$ cat config.mk
export PLATFORM = sky130hd
export DESIGN_NAME = ls169
export DESIGN_NICKNAME = d
export VERILOG_FILES = /design/src/rtl/ttl_pkg.sv /design/src/rtl/ls169_tc.sv /design/src/rtl/ls169.sv
export SDC_FILE = /design/constraint.sdc
export NUM_CORES = 1
export LEC_CHECK = 0
export BUFFER_PORTS_ARGS = -buffer_cell sky130_fd_sc_hd__buf_2
export CAP_MARGIN = 20
export CORE_AREA = 4 4 41 43
export CTS_CLUSTER_DIAMETER = 80
export DETAILED_ROUTE_END_ITERATION = 8
export DIE_AREA = 0 0 45 47
export GPL_TIMING_DRIVEN = 0
export PLACE_DENSITY_LB_ADDON = 0.25
export SYNTH_ARGS = -nofsm -noshare
export SYNTH_HDL_FRONTEND = slang
export SYNTH_HIERARCHICAL = 1
export SYNTH_SLANG_ARGS = --single-unit
$ cat constraint.sdc
create_clock -name clk -period 1.3 [get_ports clk]
set_input_delay 0.13 -clock clk [delete_from_list [all_inputs] [get_ports clk]]
set_output_delay 0.13 -clock clk [all_outputs]
set_load 0.02 [all_outputs]
$ cat src/rtl/ttl_pkg.sv
// Shared definitions for the TTL-equivalent counter models (ls161, ls169, ...).
// Holds the default counter width and the count-direction encoding.
package ttl_pkg;

  localparam int TTL_CNT_W = 4;

  typedef enum logic {
    DIR_DOWN = 1'b0,
    DIR_UP   = 1'b1
  } cnt_dir_e;

endpackage

$ cat src/rtl/ls169_tc.sv
// Terminal-count detect for up/down counters: all-ones when counting up,
// zero when counting down, gated by the trickle enable. Purely combinational.
module ls169_tc
  import ttl_pkg::*;
#(
  parameter int WIDTH = TTL_CNT_W
) (
  input  logic [WIDTH-1:0] q,
  input  logic             up,
  input  logic             ent,
  output logic             rco
);

  logic tc;

  always_comb begin
    tc  = up ? (&q) : ~(|q);
    rco = ent & tc;
  end

endmodule

$ cat src/rtl/ls169.sv
// Synchronous presettable up/down binary counter (74LS169 function) with
// asynchronous clear and enp/ent/rco cascading compatible with ls161.
module ls169
  import ttl_pkg::*;
#(
  parameter int WIDTH = TTL_CNT_W
) (
  input  logic             clk,
  input  logic             n_clr,
  input  logic [WIDTH-1:0] din,
  input  logic             n_load,
  input  logic             enp,
  input  logic             ent,
  input  logic             up,
  output logic [WIDTH-1:0] q,
  output logic             rco
);

  localparam logic [WIDTH-1:0] ONE = {{(WIDTH-1){1'b0}}, 1'b1};

  // Load beats counting; counting wraps modulo 2^WIDTH in both directions.
  always_ff @(posedge clk or negedge n_clr) begin
    if (!n_clr) begin
      q <= '0;
    end else if (!n_load) begin
      q <= din;
    end else if (enp && ent) begin
      q <= up ? (q + ONE) : (q - ONE);
    end
  end

  // rco follows q, up and ent with no register, so cascades see carry in the same cycle.
  ls169_tc #(
    .WIDTH (WIDTH)
  ) u_tc (
    .q   (q),
    .up  (up),
    .ent (ent),
    .rco (rco)
  );

endmodule

# Word level (Yosys, flattened, before mapping)
# Index checks and enable logic that the tools add are counted.
dict set report word_totals {
  register_bits 4
  in_bits 10
  output_inout_bits 5
}
dict set report op_classes {
  addsub 2
  n_eq_ne 1
  mux 4
  n_bitwise 2
  reduce_logical 3
}
# op count
set op_table {}
lappend op_table {{$mux W4} 3}
lappend op_table {{$add A4 B1 Y4 const B} 1}
lappend op_table {{$reduce_and A4 Y1} 1}
lappend op_table {{$reduce_or A4 Y1} 1}
lappend op_table {{$sub A4 B1 Y4 const B} 1}
lappend op_table {{$ne A2 B1 Y1 const B} 1}
lappend op_table {{$and A1 B1 Y1} 1}
lappend op_table {{$logic_and A1 B1 Y1} 1}
lappend op_table {{$mux W1} 1}
lappend op_table {{$not A1 Y1} 1}

# Logic depth before layout (Yosys ltp)
dict set report logic_depth {
  word_depth 4
  mapped_depth 6
  depth_no_buf 6
}

# Hierarchy
# Netlist, hierarchy kept.
# module instances cells_per_inst area_per_inst_um2 seq_area_each_um2
set by_module_without_submodules {}
lappend by_module_without_submodules {ls169 1 32 305.3 100.1}
lappend by_module_without_submodules {ls169_tc 1 5 30.0 0.0}

# Worst setup path before layout
# OpenSTA, ideal clock, no wires.
dict set report synth_path {
  path_kind {register to output}
  from {register q[1]}
  to {output port rco}
  arrival_ns 1.410
  required_time_ns 1.170
  setup_slack_ns -0.240
  stages_incl_launch_ff 3
  n_path_buf 0
  cell_sequence {dfrtp_1 or4_1 o22ai_1}
}
dict set report synth_via {
  elab_chain_len 4
}
# element line_no
set synth_rtl {}
lappend synth_rtl {{start: declaration} ls169.sv:15} ;# output logic [WIDTH-1:0] q,
lappend synth_rtl {{start signal: assignment} ls169.sv:26} ;# q <= din;
lappend synth_rtl {{start signal: assignment} ls169.sv:28} ;# q <= up ? (q + ONE) : (q - ONE);
lappend synth_rtl {{$reduce_or A4 Y1} ls169_tc.sv:17} ;# tc = up ? (&q) : ~(|q);
lappend synth_rtl {{$not A1 Y1} ls169_tc.sv:17}
lappend synth_rtl {{$mux W1 *} ls169_tc.sv:17}
lappend synth_rtl {{$and A1 B1 Y1 *} ls169_tc.sv:18} ;# rco = ent & tc;
lappend synth_rtl {{end: declaration} ls169.sv:16} ;# output logic rco
# Every way passes the cells marked *; elsewhere a longest branch is shown, timed or not.

# Worst setup path in the final report
dict set report layout_path {
  from {register q[3]}
  to {output port rco}
}
# The elaborated chain is that of the path after synthesis.

==> metrics.txt <==
post-layout instance area=616 um2; grt ovf=0; total CTS buffers=3; RSZ-0062 raised after global routing=yes; Unique masters post-synth=25; Worst Setup EP=rco; Core Area=1300 um2; post-synth top area share=29.9%; Cells after Synth=37; Layout Nets=75; Final Max Slew Viols=0; DP HPWL=622 um; crit path kind=flop to output port; Biggest register=q; Gate power share=48.4%; DR vias=352; io pins=15; # fillers=139; R2R cell count=5; Worst VDD drop=0.522 mV; # rows=13; fmax=0.630 GHz; TritonCTS clock tree=built; outcome=complete, but fails checks; min Tclk post-route=1.59 ns; Critical R2R Capture=q[2]$_DFFE_PN0P_; crit path launch type=flop; Util after Layout=47.3%; crit path capture type=output port; Power, Total=639 uW; DIE WIDTH=45 um; Mapped Area=335 um2; max reg flops=4; clock slew at reported path FFs=0.04 ns; Placement Setup Slack=-0.181 ns; Clock Skews=0.00668 ns; share of cells above drive strength 1=65.6%; final antenna diode count=0; Vias per Instance=4.63; first-pass GRT wire length=1450 um; WP data arrival=1.46 ns; vias in the first global route=344; sw power=227 uW; Cell Pwr Density=1040 nW/um2; CP max FO=2; PortBufs=14; drc violations=0; CP startpoint=q[3]$_DFFE_PN0P_; total iterations of the first detailed-routing run=3; Mapped Nets=50; Largest regs=q (4); Pleak=0.251 nW; Clk pwr share=25.9%; post-synthesis sequential area ratio=29.9%; max-cap violation count=0; post-synthesis register bit count=4; routed len/inst=12.0 um; top post-synthesis cells by area=dfrtp_1, ha_1, fa_1, a21oi_1, nand3_1; failing checks=setup timing; Required @ worst endpoint=1.17 ns; switching share of total power=35.5%; Sink Count=4; gp weighted congestion=0.639; Total Routed Length=911 um; Final Hold Viols=0; gr usage total=9.91%; Clock Latency Late Sink=0.24 ns; synth warn=6; worst reg2reg path startpoint=q[0]$_DFFE_PN0P_; Starting Density=25.8%; DRT iter0 DRCs=1; root buffer cell=clkbuf_4; H-tree depth=1; Post-Syn Area per Cell=9.06 um2; final setup margin=-0.287 ns; internal power=412 uW; Die Y=47 um; worst hold path type=primary input to flop; cell taking the most area after synthesis=dfrtp_1; largest net degree at the start of global routing=11; Slew @ Worst Pin=0.298 ns; Post-DP Area=472 um2; Reg power frac=25.6%; P&R area growth vs syn=83.6%; clk buf depth=2; Reg2Reg Setup Slack=-0.20 ns; endpoints failing setup=4; Slew headroom=80.1%; full die area=2120 um2; antenna violations before repair=0; Final ANT Viol Nets=0; Final Cycle Share=122%
cell usage after synthesis:
master and n:
dfrtp_1 4, and2b_2 1, nand2b_1 1, a2111oi_0 1, or4_1 1, nand2_2 1
fa_1 1, or4b_1 1, mux2i_1 1, a41oi_1 1, nand3_1 3, mux2_2 1
buf_4 1, xnor2_1 1, nand2_1 4, o21ai_0 1, a21o_1 1, ha_1 2
xor2_1 1, o22ai_1 1, a21oi_1 3, nor2_1 2, nand4_1 1, inv_1 1
a31oi_1 1
metal layers:
| metal | global-route usage (%) | part of all wire (%) | routed length (um) | up-vias |
|---|---|---|---|---|
| li1 | - | - | - | 184 |
| met1 | 12.2 | 43 | 393 | 161 |
| met2 | 15.3 | 52 | 477 | 7 |
| met3 | 2.30 | 4.5 | 41 | 0 |
| met4 | 7.02 | 0 | 0 | 0 |
| met5 | 0 | 0 | 0 | - |
through the flow:
step	cells	TNS (ns)	hold slack (ns)
5_1_grt	76	-0.881	0.130
6_report	76	-0.651	0.127
4_1_cts	76	-0.655	0.119
2_1_floorplan	37	-0.300	-0.166
3_5_place_dp	66	-0.375	-0.0623
3_3_place_gp	66	-0.397	-0.0634
kinds of logic after synthesis:
| family | Yosys count | synth area share [%] |
|---|---|---|
| AND/OR/NAND/NOR | 15 | 24.6 |
| AO/OA/AOI/OAI | 9 | 17.2 |
| flip-flops | 4 | 29.9 |
| adder cells (fa/ha/maj) | 3 | 13.4 |
| XOR/XNOR | 2 | 5.22 |
| buffers and inverters | 2 | 3.36 |
| multiplexers | 2 | 6.34 |
worst min path at each step:
stage / from / endpoint / slack [ns] / depth (start not counted)
floorplan: n_clr / q[0]$_DFFE_PN0P_ / -0.17 / 0
global placement: n_clr / q[3]$_DFFE_PN0P_ / -0.06 / 1
detailed placement: n_clr / q[3]$_DFFE_PN0P_ / -0.06 / 1
CTS: din[2] / q[2]$_DFFE_PN0P_ / 0.12 / 2
global route: din[2] / q[2]$_DFFE_PN0P_ / 0.13 / 2
finish: din[2] / q[2]$_DFFE_PN0P_ / 0.13 / 2
area by class of cell:
type | count | area (um2) | area share, %
inverters | 1 | 3.75 | 0.610
multi-input cells | 31 | 327 | 53.0
clock buffers | 4 | 26.3 | 4.27
flip-flops and latches | 4 | 105 | 17.1
plain buffers | 1 | 7.51 | 1.22
well taps | 15 | 18.8 | 3.05
repair buffers | 20 | 128 | 20.7
cell usage in the layout (no fill, tap or decap), drive strengths merged, types with 2 or more instances in the layout:
master   n
nand3    3
ha       2
nor2     2
clkbuf   4
buf     20
nand2    5
a21oi    3
dfrtp    4
timing repair:
item                                    CTS  global route
pin swaps                                 8             1
buffers inserted                          5             0
resized for setup                        10             1
hold buffers                              1             0
gates cloned                              0             0
endpoints found under the setup margin    3             4
endpoints found under the hold margin     4             0
power by group through the flow:
stage | Combinational, mW | Clock (mW) | Sequential [mW]
after global routing | 0.337 | 0.189 | 0.168
final | 0.309 | 0.166 | 0.164
after detailed placement | 0.194 | 0 | 0.184
after CTS | 0.297 | 0.177 | 0.165
after floorplan | 0.116 | 0 | 0.201
after global placement | 0.193 | 0 | 0.185
critical path, cell delays in order, from the launching register on:
cell     delay (ns)
dfrtp_2        0.39
or4_4          0.54
o22ai_4        0.16
buf_6          0.14
(Power assumes the default switching activity.)
